`src/rtl/ram64_pkg.sv`:
```
// Shared widths, FSM state encoding and mode codes for the ram64 copy engine.
package ram64_pkg;

  localparam int unsigned DATA_W = 16;
  localparam int unsigned ADDR_W = 6;
  localparam int unsigned DEPTH  = 64;

  typedef enum logic [1:0] {
    IDLE  = 2'd0,
    READ  = 2'd1,
    WRITE = 2'd2,
    DONE  = 2'd3
  } copy_state_t;

  localparam logic MODE_COPY = 1'b0;
  localparam logic MODE_FILL = 1'b1;

endpackage

```
`src/rtl/ram64_copy_engine.sv`:
```
// Block copy / fill sequencer driving a ram64; memory-side outputs are registered
// from the next-state decode so they hold steady for the whole cycle before each write.
module ram64_copy_engine #(
  parameter int unsigned DATA_W = ram64_pkg::DATA_W,
  parameter int unsigned ADDR_W = ram64_pkg::ADDR_W
) (
  input  logic              clk,
  input  logic              reset,
  input  logic              start,
  input  logic              mode,
  input  logic [ADDR_W-1:0] src,
  input  logic [ADDR_W-1:0] dst,
  input  logic [ADDR_W:0]   len,
  input  logic [DATA_W-1:0] fill_value,
  output logic              busy,
  output logic              done,
  output logic [DATA_W-1:0] ram_value,
  output logic              ram_load,
  output logic [ADDR_W-1:0] ram_address,
  input  logic [DATA_W-1:0] ram_out
);

  import ram64_pkg::*;

  localparam int unsigned LEN_W = ADDR_W + 1;
  localparam logic [LEN_W-1:0] LEN_MAX = LEN_W'(1 << ADDR_W);

  copy_state_t       state_q, state_d;
  logic [ADDR_W-1:0] src_q, src_d, dst_q, dst_d;
  logic [LEN_W-1:0]  rem_q, rem_d, len_clamped;
  logic              mode_q, mode_d;
  logic [DATA_W-1:0] fill_q, fill_d, data_q, data_d;
  logic              busy_q, busy_d, done_q, done_d, load_q, load_d;
  logic [ADDR_W-1:0] addr_q, addr_d;
  logic [DATA_W-1:0] value_q, value_d;

  assign len_clamped = (len > LEN_MAX) ? LEN_MAX : len;

  // Next-state and next-output decode; outputs follow the state being entered.
  always_comb begin
    state_d = state_q;
    src_d   = src_q;
    dst_d   = dst_q;
    rem_d   = rem_q;
    mode_d  = mode_q;
    fill_d  = fill_q;
    data_d  = data_q;
    busy_d  = 1'b0;
    done_d  = 1'b0;
    load_d  = 1'b0;
    addr_d  = '0;
    value_d = '0;

    unique case (state_q)
      IDLE: begin
        if (start) begin
          src_d  = src;
          dst_d  = dst;
          rem_d  = len_clamped;
          mode_d = mode;
          fill_d = fill_value;
          if (len_clamped == '0)       state_d = DONE;
          else if (mode == MODE_COPY)  state_d = READ;
          else                         state_d = WRITE;
        end
      end
      READ: begin
        data_d  = ram_out;
        src_d   = src_q + ADDR_W'(1);
        state_d = WRITE;
      end
      WRITE: begin
        dst_d = dst_q + ADDR_W'(1);
        rem_d = rem_q - LEN_W'(1);
        if (rem_q == LEN_W'(1))        state_d = DONE;
        else if (mode_q == MODE_COPY)  state_d = READ;
        else                           state_d = WRITE;
      end
      DONE: begin
        state_d = IDLE;
      end
      default: state_d = IDLE;
    endcase

    busy_d = (state_d != IDLE);
    done_d = (state_d == DONE);
    load_d = (state_d == WRITE);
    if (state_d == READ) addr_d = src_d;
    if (state_d == WRITE) begin
      addr_d  = dst_d;
      value_d = (mode_d == MODE_FILL) ? fill_d : data_d;
    end
  end

  always_ff @(posedge clk or posedge reset) begin
    if (reset) begin
      state_q <= IDLE;
      src_q   <= '0;
      dst_q   <= '0;
      rem_q   <= '0;
      mode_q  <= 1'b0;
      fill_q  <= '0;
      data_q  <= '0;
      busy_q  <= 1'b0;
      done_q  <= 1'b0;
      load_q  <= 1'b0;
      addr_q  <= '0;
      value_q <= '0;
    end else begin
      state_q <= state_d;
      src_q   <= src_d;
      dst_q   <= dst_d;
      rem_q   <= rem_d;
      mode_q  <= mode_d;
      fill_q  <= fill_d;
      data_q  <= data_d;
      busy_q  <= busy_d;
      done_q  <= done_d;
      load_q  <= load_d;
      addr_q  <= addr_d;
      value_q <= value_d;
    end
  end

  assign busy        = busy_q;
  assign done        = done_q;
  assign ram_load    = load_q;
  assign ram_address = addr_q;
  assign ram_value   = value_q;

endmodule

```
`config.mk`:
```
export PLATFORM = sky130hd
export DESIGN_NAME = ram64_copy_engine
export DESIGN_NICKNAME = d
export VERILOG_FILES = /design/src/rtl/ram64_pkg.sv /design/src/rtl/ram64_copy_engine.sv
export SDC_FILE = /design/constraint.sdc
export NUM_CORES = 1
export LEC_CHECK = 0
export ABC_AREA = 0
export CAP_MARGIN = 10
export CORE_MARGIN = 2
export CORE_UTILIZATION = 50
export CTS_CLUSTER_DIAMETER = 80
export DETAILED_ROUTE_END_ITERATION = 7
export GPL_TIMING_DRIVEN = 1
export HOLD_SLACK_MARGIN = 0.05
export PLACE_DENSITY = 0.77
export SYNTH_ARGS = -nofsm -noshare
export SYNTH_HDL_FRONTEND = slang
export SYNTH_SLANG_ARGS = --single-unit
```
`constraint.sdc`:
```
create_clock -name clk -period 3.5 [get_ports clk]
set_clock_uncertainty 0.2 [all_clocks]
set_input_delay 0.35 -clock clk [delete_from_list [all_inputs] [get_ports clk]]
set_output_delay 0.35 -clock clk [all_outputs]
set_load 0.02 [all_outputs]
```
==> summary.md, run 1 <==
| Metric | Value |
|---|---|
| Crit path max-delay family | `buffers and inverters` |
| Placeable Area | `0.007137 mm²` |
| Layout fillers | `563` |
| Via count | `2,612` |
| Final critical-path share of the clock period | `74.60%` |
| Root Driver | `clkbuf_8` |
| Reg2reg path depth | `6` |
| Cell area after layout | `0.004712 mm²` |
| Fin. Hold Viols | `0` |
| Global route overflow | `0` |
| Pin count of the biggest net entering global routing | `50` |
| Synth cell types | `52` |
| Area Growth Syn to Fin | `29.37%` |
| Post_cts resized | `0` |
| Worst Path Arrival | `2.64 ns` |
| Dpl cell area | `0.004498 mm²` |
| Avg WL per Cell | `15.77 µm` |
| Routed length on met3 | `467 µm` |
| Via-to-Cell Ratio | `5.298` |
| Routed Antenna Nets | `0` |
| Wire length on met1 | `3482 µm` |
| CTS tree | `done` |
| Max Slew Vio Count | `0` |
| Gr usage total | `21.00%` |
| WL met2 | `3734 µm` |
| R2R Setup Slk | `0.98 ns` |
| Chip Height | `89.35 µm` |
| # setup viols final | `0` |
| CP Launch Type | `input pin` |
| Final setup TNS | `0 ns` |
| Synth warnings | `0` |
| Detailed Route Iter0 Violations | `124` |
| Clk_lat worst skew | `0.34 ns` |
| Achievable Freq | `383.0 MHz` |
| Chip Width | `89.35 µm` |
| Crit end category | `register` |
| Post-Syn Area | `0.003642 mm²` |
| DRC | `0` |
| Slowest stage delay, CP | `0.83 ns` |
| Yosys reg bits | `79` |
| Slew headroom | `55.13%` |
| Register area share after synthesis | `54.28%` |
| Critical path type | `input pin to register` |
| Highest metal used | `met4` |
| Initial antenna violation count | `0` |
| LEAKAGE | `0.002030 µW` |
| Vias in the first global route | `2,587` |
| P per Cell Area | `887.5 mW/mm²` |
| R2r endpoint | `ram_address[4]` |
| Clock Sinks | `79` |
| Critical-path maximum fanout | `21` |
| Port Buffers | `79` |
| 1st-pass router iterations | `4` |
| RR Startpoint | `state_q[1]` |
| CP required | `3.53 ns` |
| Top Ports | `80` |
| Clock slew at reported path FFs | `0.08 ns` |
| Routed wire length | `7777 µm` |
| Pwr Total | `4182 µW` |
| Diode count | `0` |
| Detailed placement HPWL | `5541 µm` |
| Share of cells above drive strength 1 | `20.56%` |
| Max-cap violations | `0` |
| Worst Hold Class | `input pin to async pin` |
| TritonCTS Buffers | `9` |
| Mean Syn Cell Area | `11.86 µm²` |
| Post-layout nets | `448` |
| Tmin final | `2.611 ns` |
| Gpl congestion | `0.9185` |
| Starting density of the core | `51.03%` |
| Cells after synthesis | `307` |
| First-pass GRT wire length | `12,480 µm` |
| Slowest CP cell | `clkdlybuf4s50_1` |
| Util after Layout | `66.02%` |
| CP Cell Sequence | `clkdlybuf4s50_1, nor2b_2, nand2b_2, o221a_2, nand2_4, a2bb2o_1` |
| RSZ-0062 raised after global routing | `no` |
| Crit path buf inv count | `1` |
| Setup Buffers After CTS | `0` |
| DIE AREA | `0.007983 mm²` |
| Peak VDD IR | `0.4897 mV` |
| Row Count | `31` |
| Syn nets | `366` |
| Clk buf depth | `2` |
| CTS hold repair buffers | `0` |
| H-tree level count | `3` |
| Slew @ Worst Pin | `0.6716 ns` |
| Commonest non-fill, non-tap cells in the layout | `79 x dfrtp_1, 79 x clkdlybuf4s50_1, 32 x mux2_2, 29 x nor2_1` |
| Status | `complete, no violations` |
[layer usage]
| metal | global-route usage [%] | vias to the layer above |
|---|---|---|
| met5 | 0 | - |
| met4 | 6.513 | 0 |
| met3 | 5.725 | 9 |
| met2 | 33.06 | 76 |
| met1 | 28.56 | 1280 |
| li1 | - | 1247 |
[cell families (layout without fill, tap and decap cells)]
| kind of cell | count (synthesis) | count (layout) | synth area share (%) |
|---|---|---|---|
| and+or+nand+nor | 78 | 78 | 11.82 |
| AOI/OAI and AO/OA | 62 | 62 | 11.82 |
| adders and majority gates | 4 | 4 | 1.374 |
| muxes | 50 | 50 | 15.18 |
| xor gates and xnor gates | 2 | 2 | 0.4810 |
| DFF | 79 | 79 | 54.28 |
| buffers and inverters | 32 | 119 | 5.050 |
[synth_stat cells, drive strengths merged]
master	n	area [µm²]
mux2i	18	192.7
a2bb2o	2	20.02
ha	4	50.05
o221ai	1	8.760
nor3	4	20.02
nor4	2	27.53
xor2	1	8.760
o311ai	1	8.760
o2bb2ai	2	17.52
a31oi	4	25.02
and3	3	18.77
nand2b	3	23.78
o21ai	11	55.05
o31a	1	8.760
a21boi	1	7.510
nor2	39	176.4
o22ai	4	25.02
clkbuf	3	11.26
dfrtp	79	1977
a21oi	18	93.84
nand4	1	6.260
a22oi	2	15.01
inv	16	60.06
o221a	5	56.30
clkinv	1	8.760
a32oi	1	8.760
nand3	6	30.03
o21bai	1	7.510
o22a	1	8.760
a221o	1	10.01
mux2	32	360.4
a2111oi	1	15.01
nor4b	1	23.77
a211oi	1	7.510
nand2	10	45.04
nor2b	8	52.55
a31o	1	8.760
or3	1	6.260
o211ai	3	22.52
xnor2	1	8.760
buf	12	103.8
[registers in the layout, indices dropped and copies added (netlist names)]
signal and flops:
dst_q 6, data_q 16, state_q 2, done 1, busy 1, src_q 6, ram_load 1, ram_value 16
rem_q 7, fill_q 16, mode_q 1, ram_address 6
[worst max-delay path by stage]
stage | startpoint | endpoint | slack [ns] | cells after the start
after global routing | start | ram_address[1] | 0.72 | 6
after floorplan | reset | busy | 0.93 | 1
after detailed placement | start | ram_address[1] | 0.52 | 6
after global placement | start | ram_address[4] | 0.60 | 6
after CTS | start | ram_address[1] | 0.88 | 6
final | start | ram_address[4] | 0.89 | 6
[worst reg2reg max path, cell delays in order, from the launching register on]
cell	delay [ns]
dfrtp_1	0.60
buf_4	0.29
nor2b_2	0.21
nand2b_2	0.15
o221a_2	0.36
nand2_4	0.28
a2bb2o_1	0.32
[per-stage QoR]
stage,instances,hold WS (ns),setup slack [ns]
final,493,0.1908,0.8890
after global routing,493,0.2322,0.7175
after CTS,493,0.2036,0.8771
after detailed placement,477,0.2852,0.5216
after global placement,477,0.2788,0.6006
after floorplan,307,0.2716,0.9266
[cell type report]
type / instances / area [µm²] / area share, %
Clock inverter: 5 / 82.58 / 1.753
Clock buffer: 11 / 131.4 / 2.788
Inverter: 17 / 70.07 / 1.487
Sequential cell: 79 / 1977 / 41.95
Multi-Input combinational cell: 196 / 1484 / 31.49
Timing Repair Buffer: 86 / 843.3 / 17.90
Tap cell: 99 / 123.9 / 2.629
[power breakdown]
group | leakage, µW | internal [µW] | switching (µW) | total (µW)
combinational | 0.000953 | 895 | 995 | 1890
sequential | 0.000970 | 1320 | 246 | 1560
clock | 0.000107 | 404 | 324 | 727
total | 0.00203 | 2620 | 1560 | 4180
Note: power is estimated with default switching activity, not from simulation.
==> run 2, diff against run 1 <==
==> constraint.sdc (replaced) <==
create_clock -name clk -period 2.6 [get_ports clk]
set_clock_uncertainty 0.2 [all_clocks]
set_input_delay 0.26 -clock clk [delete_from_list [all_inputs] [get_ports clk]]
set_output_delay 0.26 -clock clk [all_outputs]
set_load 0.02 [all_outputs]
==> run 2 against run 1 <==
  * Power is 34% higher
  * Critical path depth stayed put
  * Global-route usage is 1.2 points higher
  * Worst setup slack worse by 0.54 ns
  * Critical endpoint unchanged
  * Sequential power is 35% higher
==> summary.md, run 2 (synthesis results as in run 1) <==
| Metric | Value |
|---|---|
| Clk buf depth | `2 (unchanged)` |
| First-pass GRT wire length | `13,230 µm (+6.0%)` |
| Detailed placement HPWL | `5730 µm (+3.4%)` |
| Crit end category | `register` |
| Root Driver | `clkbuf_8` |
| Slew headroom | `63.16% (+8.0 points)` |
| P per Cell Area | `1175 mW/mm² (+32%)` |
| Dpl cells | `482 (+1.0%)` |
| Diode count | `0 (unchanged)` |
| Routed wire length | `8004 µm (+2.9%)` |
| Chip Height | `89.35 µm (unchanged)` |
| Clock Sinks | `79 (unchanged)` |
| Critical-path maximum fanout | `12 (-43%)` |
| CP required | `2.63 ns (-0.90 ns)` |
| H-tree level count | `3 (unchanged)` |
| Via count | `2,609 (-0.11%)` |
| Pin count of the biggest net entering global routing | `50 (unchanged)` |
| Layout fillers | `564 (+0.18%)` |
| Area Growth Syn to Fin | `30.68%` |
| Clk_lat worst skew | `0.34 ns (about the same)` |
| Vias in the first global route | `2,696 (+4.2%)` |
| Avg WL per Cell | `16.07 µm (+1.9%)` |
| 1st-pass router iterations | `4 (unchanged)` |
| DRC | `0 (unchanged)` |
| Max Slew Vio Count | `0 (unchanged)` |
| Initial antenna violation count | `0 (unchanged)` |
| Fin. Hold Viols | `0 (unchanged)` |
| Reg2reg path depth | `6 (unchanged)` |
| Gr usage total | `22.21% (+1.2 points)` |
| Peak VDD IR | `0.6247 mV (+28%)` |
| Post-layout nets | `453 (+1.1%)` |
| Port Buffers | `79 (unchanged)` |
| Status | `complete, no violations` |
| CTS hold repair buffers | `0 (unchanged)` |
| Pre-CTS setup slack | `0.1793 ns (-0.3423 ns)` |
| Tmin final | `2.251 ns` |
| Worst Hold Class | `input pin to async pin` |
| Slew @ Worst Pin | `0.5520 ns (-0.1196 ns)` |
| Gpl congestion | `0.9193 (about the same)` |
| R2r endpoint | `ram_address[4]` |
| Fin cells | `498 (+1.0%)` |
| CTS tree | `done` |
| Routed Antenna Nets | `0 (unchanged)` |
| R2R Setup Slk | `0.35 ns (-0.63 ns)` |
| TritonCTS Buffers | `9 (unchanged)` |
| Share of cells above drive strength 1 | `21.55% (+1.0 points)` |
| Worst Path Arrival | `2.29 ns (-0.35 ns)` |
| RSZ-0062 raised after global routing | `no` |
| Via-to-Cell Ratio | `5.239 (-1.1%)` |
| Commonest non-fill, non-tap cells in the layout | `79 x dfrtp_1, 79 x clkdlybuf4s50_1, 32 x mux2_2, 29 x nor2_1` |
| # setup viols final | `0 (unchanged)` |
| Detailed Route Iter0 Violations | `140 (+13%)` |
| Starting density of the core | `51.03% (unchanged)` |
| Max-cap violations | `0 (unchanged)` |
| DIE AREA | `0.007983 mm² (unchanged)` |
| Placeable Area | `0.007137 mm² (unchanged)` |
| Setup ws final | `0.3493 ns (-0.5397 ns)` |
| Final setup TNS | `0 ns (unchanged)` |
| Post_cts resized | `0 (unchanged)` |
| Final critical-path share of the clock period | `86.56%` |
| Critical path type | `register to register` |
| Row Count | `31 (unchanged)` |
| Achievable Freq | `444.3 MHz` |
| Setup Buffers After CTS | `0 (unchanged)` |
| Global route overflow | `0 (unchanged)` |
| CP Launch Type | `register` |
| LEAKAGE | `0.002045 µW (+0.75%)` |
| Chip Width | `89.35 µm (unchanged)` |
| RR Startpoint | `rem_q[0]` |
| Clock slew at reported path FFs | `0.08 ns (about the same)` |
| WHS | `0.05992 ns (-0.1309 ns)` |
| Pwr Total | `5592 µW (+34%)` |
| Top Ports | `80 (unchanged)` |
==> run 2: cell count changes in the layout (fill, tap and decap cells not counted) <==
cell / delta
buf_4: +1
clkbuf_8: +1
clkinv_4: -2
inv_6: +1
buf_12: +4
bufinv_16: -2
clkinvlp_4: +2
==> run 2: stage by stage <==
stage          area (µm²)  util, %
2_1_floorplan        3642        -
3_3_place_gp         4586    64.25
3_5_place_dp         4586    64.25
4_1_cts              4760    66.69
5_1_grt              4760    66.69
6_report             4760    66.69
==> run 2: layout make-up <==
class	count	area, µm²	share of cell area (%)
Sequential cell	79	1977	41.54
Multi-Input combinational cell	196	1484	31.18
Timing Repair Buffer	91	930.9	19.56
Clock buffer	12	145.1	3.049
Tap cell	99	123.9	2.603
Inverter	17	70.07	1.472
Clock inverter	4	28.78	0.6046
==> run 2: worst max-delay path: stages, from the launching register on <==
cell and delay [ns]:
dfrtp_1 0.46, ha_1 0.19, nor2b_1 0.28, a21boi_0 0.15, o221a_2 0.38, nand2_4 0.17
a2bb2o_1 0.31
==> run 2: how the worst max path moves through the flow <==
stage,cells after the start,slack (ns),startpoint,endpoint
floorplan,1,0.12,reset,busy
global placement,6,0.27,start,ram_address[4]
detailed placement,6,0.18,start,ram_address[4]
CTS,6,0.37,rem_q[0],ram_address[4]
global route,6,0.25,rem_q[0],ram_address[4]
finish,6,0.35,rem_q[0],ram_address[4]
==> run 2: power by group <==
part	total [µW]	switching, µW	internal (µW)
clock	819	443	376
sequential	2100	323	1770
combinational	2680	1380	1300
total	5590	2140	3450
==> run 2: metal layers <==
layer | track usage [%] | share of wire [%]
met5 | 0 | 0
met1 | 30.01 | 44
met2 | 34.88 | 49
met4 | 6.649 | 0.82
met3 | 6.741 | 6.6
==> run 3, diff against run 2 <==
--- a/config.mk
+++ b/config.mk
@@ -11,9 +11,11 @@
 export CORE_UTILIZATION = 50
 export CTS_CLUSTER_DIAMETER = 80
 export DETAILED_ROUTE_END_ITERATION = 7
+export GPL_ROUTABILITY_DRIVEN = 1
 export GPL_TIMING_DRIVEN = 1
 export HOLD_SLACK_MARGIN = 0.05
 export PLACE_DENSITY = 0.77
+export REMOVE_ABC_BUFFERS = 1
 export SYNTH_ARGS = -nofsm -noshare
 export SYNTH_HDL_FRONTEND = slang
 export SYNTH_SLANG_ARGS = --single-unit
==> run 3 against run 2 <==
  * Non-clock buffer count increased by 3
  * Global-route usage shrank 0.53 points
  * Via count grew 1.1%
  * Core utilization increased by 0.25 points
  * Sequential power is essentially flat
  * Cell area grew 0.37%
  * Routed wire length is 1.2% lower
  * Worst hold slack better by 0.24 ns
  * Sequential share of layout area decreased by 0.15 points
  * Die area did not move
  * Clock power rose by 3.8%
  * Sequential cell count unchanged
  * Critical path type unchanged
==> summary.md, run 3 (synthesis results as in run 1) <==
| Metric | Value |
|---|---|
| Clock Sinks | `79 (unchanged)` |
| Post-layout nets | `456 (+0.66%)` |
| H-tree level count | `3 (unchanged)` |
| CP Cell Sequence | `nor4b_4, nand3_1, o221a_2, clkinv_4, nor2_1, a2bb2o_1` |
| CTS tree | `done` |
| Row Count | `31 (unchanged)` |
| Max Slew Vio Count | `0 (unchanged)` |
| Routed wire length | `7906 µm (-1.2%)` |
| Slew @ Worst Pin | `0.6420 ns (+0.08999 ns)` |
| Vias in the first global route | `2,801 (+3.9%)` |
| Critical path type | `register to register` |
| Port Buffers | `79 (unchanged)` |
| Crit end category | `register` |
| Detailed placement HPWL | `5722 µm (-0.13%)` |
| Routed Antenna Nets | `0 (unchanged)` |
| Root Driver | `clkbuf_8` |
| Peak VDD IR | `0.6516 mV (+4.3%)` |
| Via count | `2,637 (+1.1%)` |
| Slew headroom | `57.20% (-6.0 points)` |
| LEAKAGE | `0.002061 µW (+0.81%)` |
| CP Launch Type | `register` |
| Top Ports | `80 (unchanged)` |
| Achievable Freq | `439.9 MHz (-0.99%)` |
| P per Cell Area | `1172 mW/mm² (-0.22%)` |
| Clk buf depth | `2 (unchanged)` |
| Cell area after layout | `0.004777 mm² (+0.37%)` |
| Gr usage total | `21.67% (-0.53 points)` |
| Avg WL per Cell | `15.81 µm (-1.6%)` |
| First-pass GRT wire length | `12,970 µm (-2.0%)` |
| Share of cells above drive strength 1 | `21.70% (+0.14 points)` |
| Fin cells | `500 (+0.40%)` |
| Initial antenna violation count | `0 (unchanged)` |
| Starting density of the core | `51.03% (unchanged)` |
| CTS hold repair buffers | `1 (+1)` |
| Via-to-Cell Ratio | `5.274 (+0.67%)` |
| 1st-pass router iterations | `4 (unchanged)` |
| Chip Height | `89.35 µm (unchanged)` |
| Slowest stage delay, CP | `0.62 ns (+0.16 ns)` |
| Pin count of the biggest net entering global routing | `42 (-16%)` |
| Setup Buffers After CTS | `0 (unchanged)` |
| Max-cap violations | `0 (unchanged)` |
| TritonCTS Buffers | `9 (unchanged)` |
| DRC | `0 (unchanged)` |
| Gpl congestion | `0.7842 (-15%)` |
| Post_cts resized | `0 (unchanged)` |
| Fin. Hold Viols | `0 (unchanged)` |
| Clock slew at reported path FFs | `0.08 ns (about the same)` |
| Commonest non-fill, non-tap cells in the layout | `79 x dfrtp_1, 79 x clkdlybuf4s50_1, 32 x mux2_2, 29 x nor2_1` |
| Pwr Total | `5601 µW (+0.14%)` |
| Global route overflow | `0 (unchanged)` |
| CP required | `2.63 ns (about the same)` |
| DIE AREA | `0.007983 mm² (unchanged)` |
| Dpl cells | `484 (+0.41%)` |
| Area Growth Syn to Fin | `31.16%` |
| Diode count | `0 (unchanged)` |
| Worst Path Arrival | `2.30 ns (about the same)` |
| Critical-path maximum fanout | `19 (+7)` |
| RSZ-0062 raised after global routing | `no` |
| Chip Width | `89.35 µm (unchanged)` |
| Tmin final | `2.273 ns (+0.02246 ns)` |
| Status | `complete, no violations` |
| Detailed Route Iter0 Violations | `90 (-36%)` |
| Slowest CP cell | `dfrtp_1` |
| Dpl cell area | `0.004588 mm² (about the same)` |
| Clk_lat worst skew | `0.34 ns (about the same)` |
| Final critical-path share of the clock period | `87.43% (+0.86 points)` |
| Worst Hold Class | `register to register` |
| # setup viols final | `0 (unchanged)` |
| Placeable Area | `0.007137 mm² (unchanged)` |
[run 3: cell count changes in the layout (fill, tap and decap cells not counted)]
cell / change
buf_4: +3
buf_12: -1
bufinv_16: +1
clkbuf_8: -1
clkinv_2: +1
clkinvlp_4: -1
dlygate4sd3_1: +1
inv_6: -1
[run 3: worst paths after layout]
path,cells after the start,from,slack [ns],end
setup / recovery,6,state_q[1],0.33,ram_address[4]
setup reg to reg,6,state_q[1],0.33,ram_address[4]
max in group asynchronous,4,reset,1.05,fill_q[14]
min in group asynchronous,3,reset,0.58,fill_q[0]
hold reg to reg,1,data_q[15],0.30,data_q[15]
hold / removal,1,data_q[15],0.30,data_q[15]
[run 3: metal layers]
| metal | global-route usage, % | wire [µm] | up-vias |
|---|---|---|---|
| met5 | 0 | 0 | - |
| met2 | 36.63 | 3947 | 76 |
| met1 | 27.49 | 3356 | 1288 |
| met3 | 6.464 | 532 | 8 |
| li1 | - | - | 1265 |
| met4 | 5.427 | 70 | 0 |
[run 3: critical path, delay by kind of cell, from the launching register on]
kind	cells	cell delay [ns]
simple gates	3	0.72
flops	1	0.62
compound gates	2	0.52
buf+inv	1	0.09
[run 3: per-stage QoR]
step	hold WS (ns)	setup WS [ns]	util, %	TNS (ns)
after floorplan	0.1873	-0.05711	-	-0.7427
after global placement	0.2799	0.1786	64.29	0
after detailed placement	0.2854	0.1851	64.29	0
after CTS	0.3035	0.3089	66.94	0
after global routing	0.3215	0.2066	66.94	0
final	0.3010	0.3269	66.94	0
[run 3: area by class of cell]
cell class / instances / area, µm²
repair buffers: 94 / 943.4
fillers: 590 / 2360
flip-flops and latches: 79 / 1977
clock buffers: 11 / 131.4
multi-input cells: 196 / 1484
clock inverters: 4 / 47.55
well taps: 99 / 123.9
inverters: 17 / 70.07
[run 3: power by group]
| part | leakage [µW] | internal [µW] | switching (µW) | total (µW) |
|---|---|---|---|---|
| Sequential | 0.000970 | 1780 | 347 | 2120 |
| Combinational | 0.00100 | 1290 | 1330 | 2630 |
| Clock | 0.0000892 | 436 | 414 | 850 |
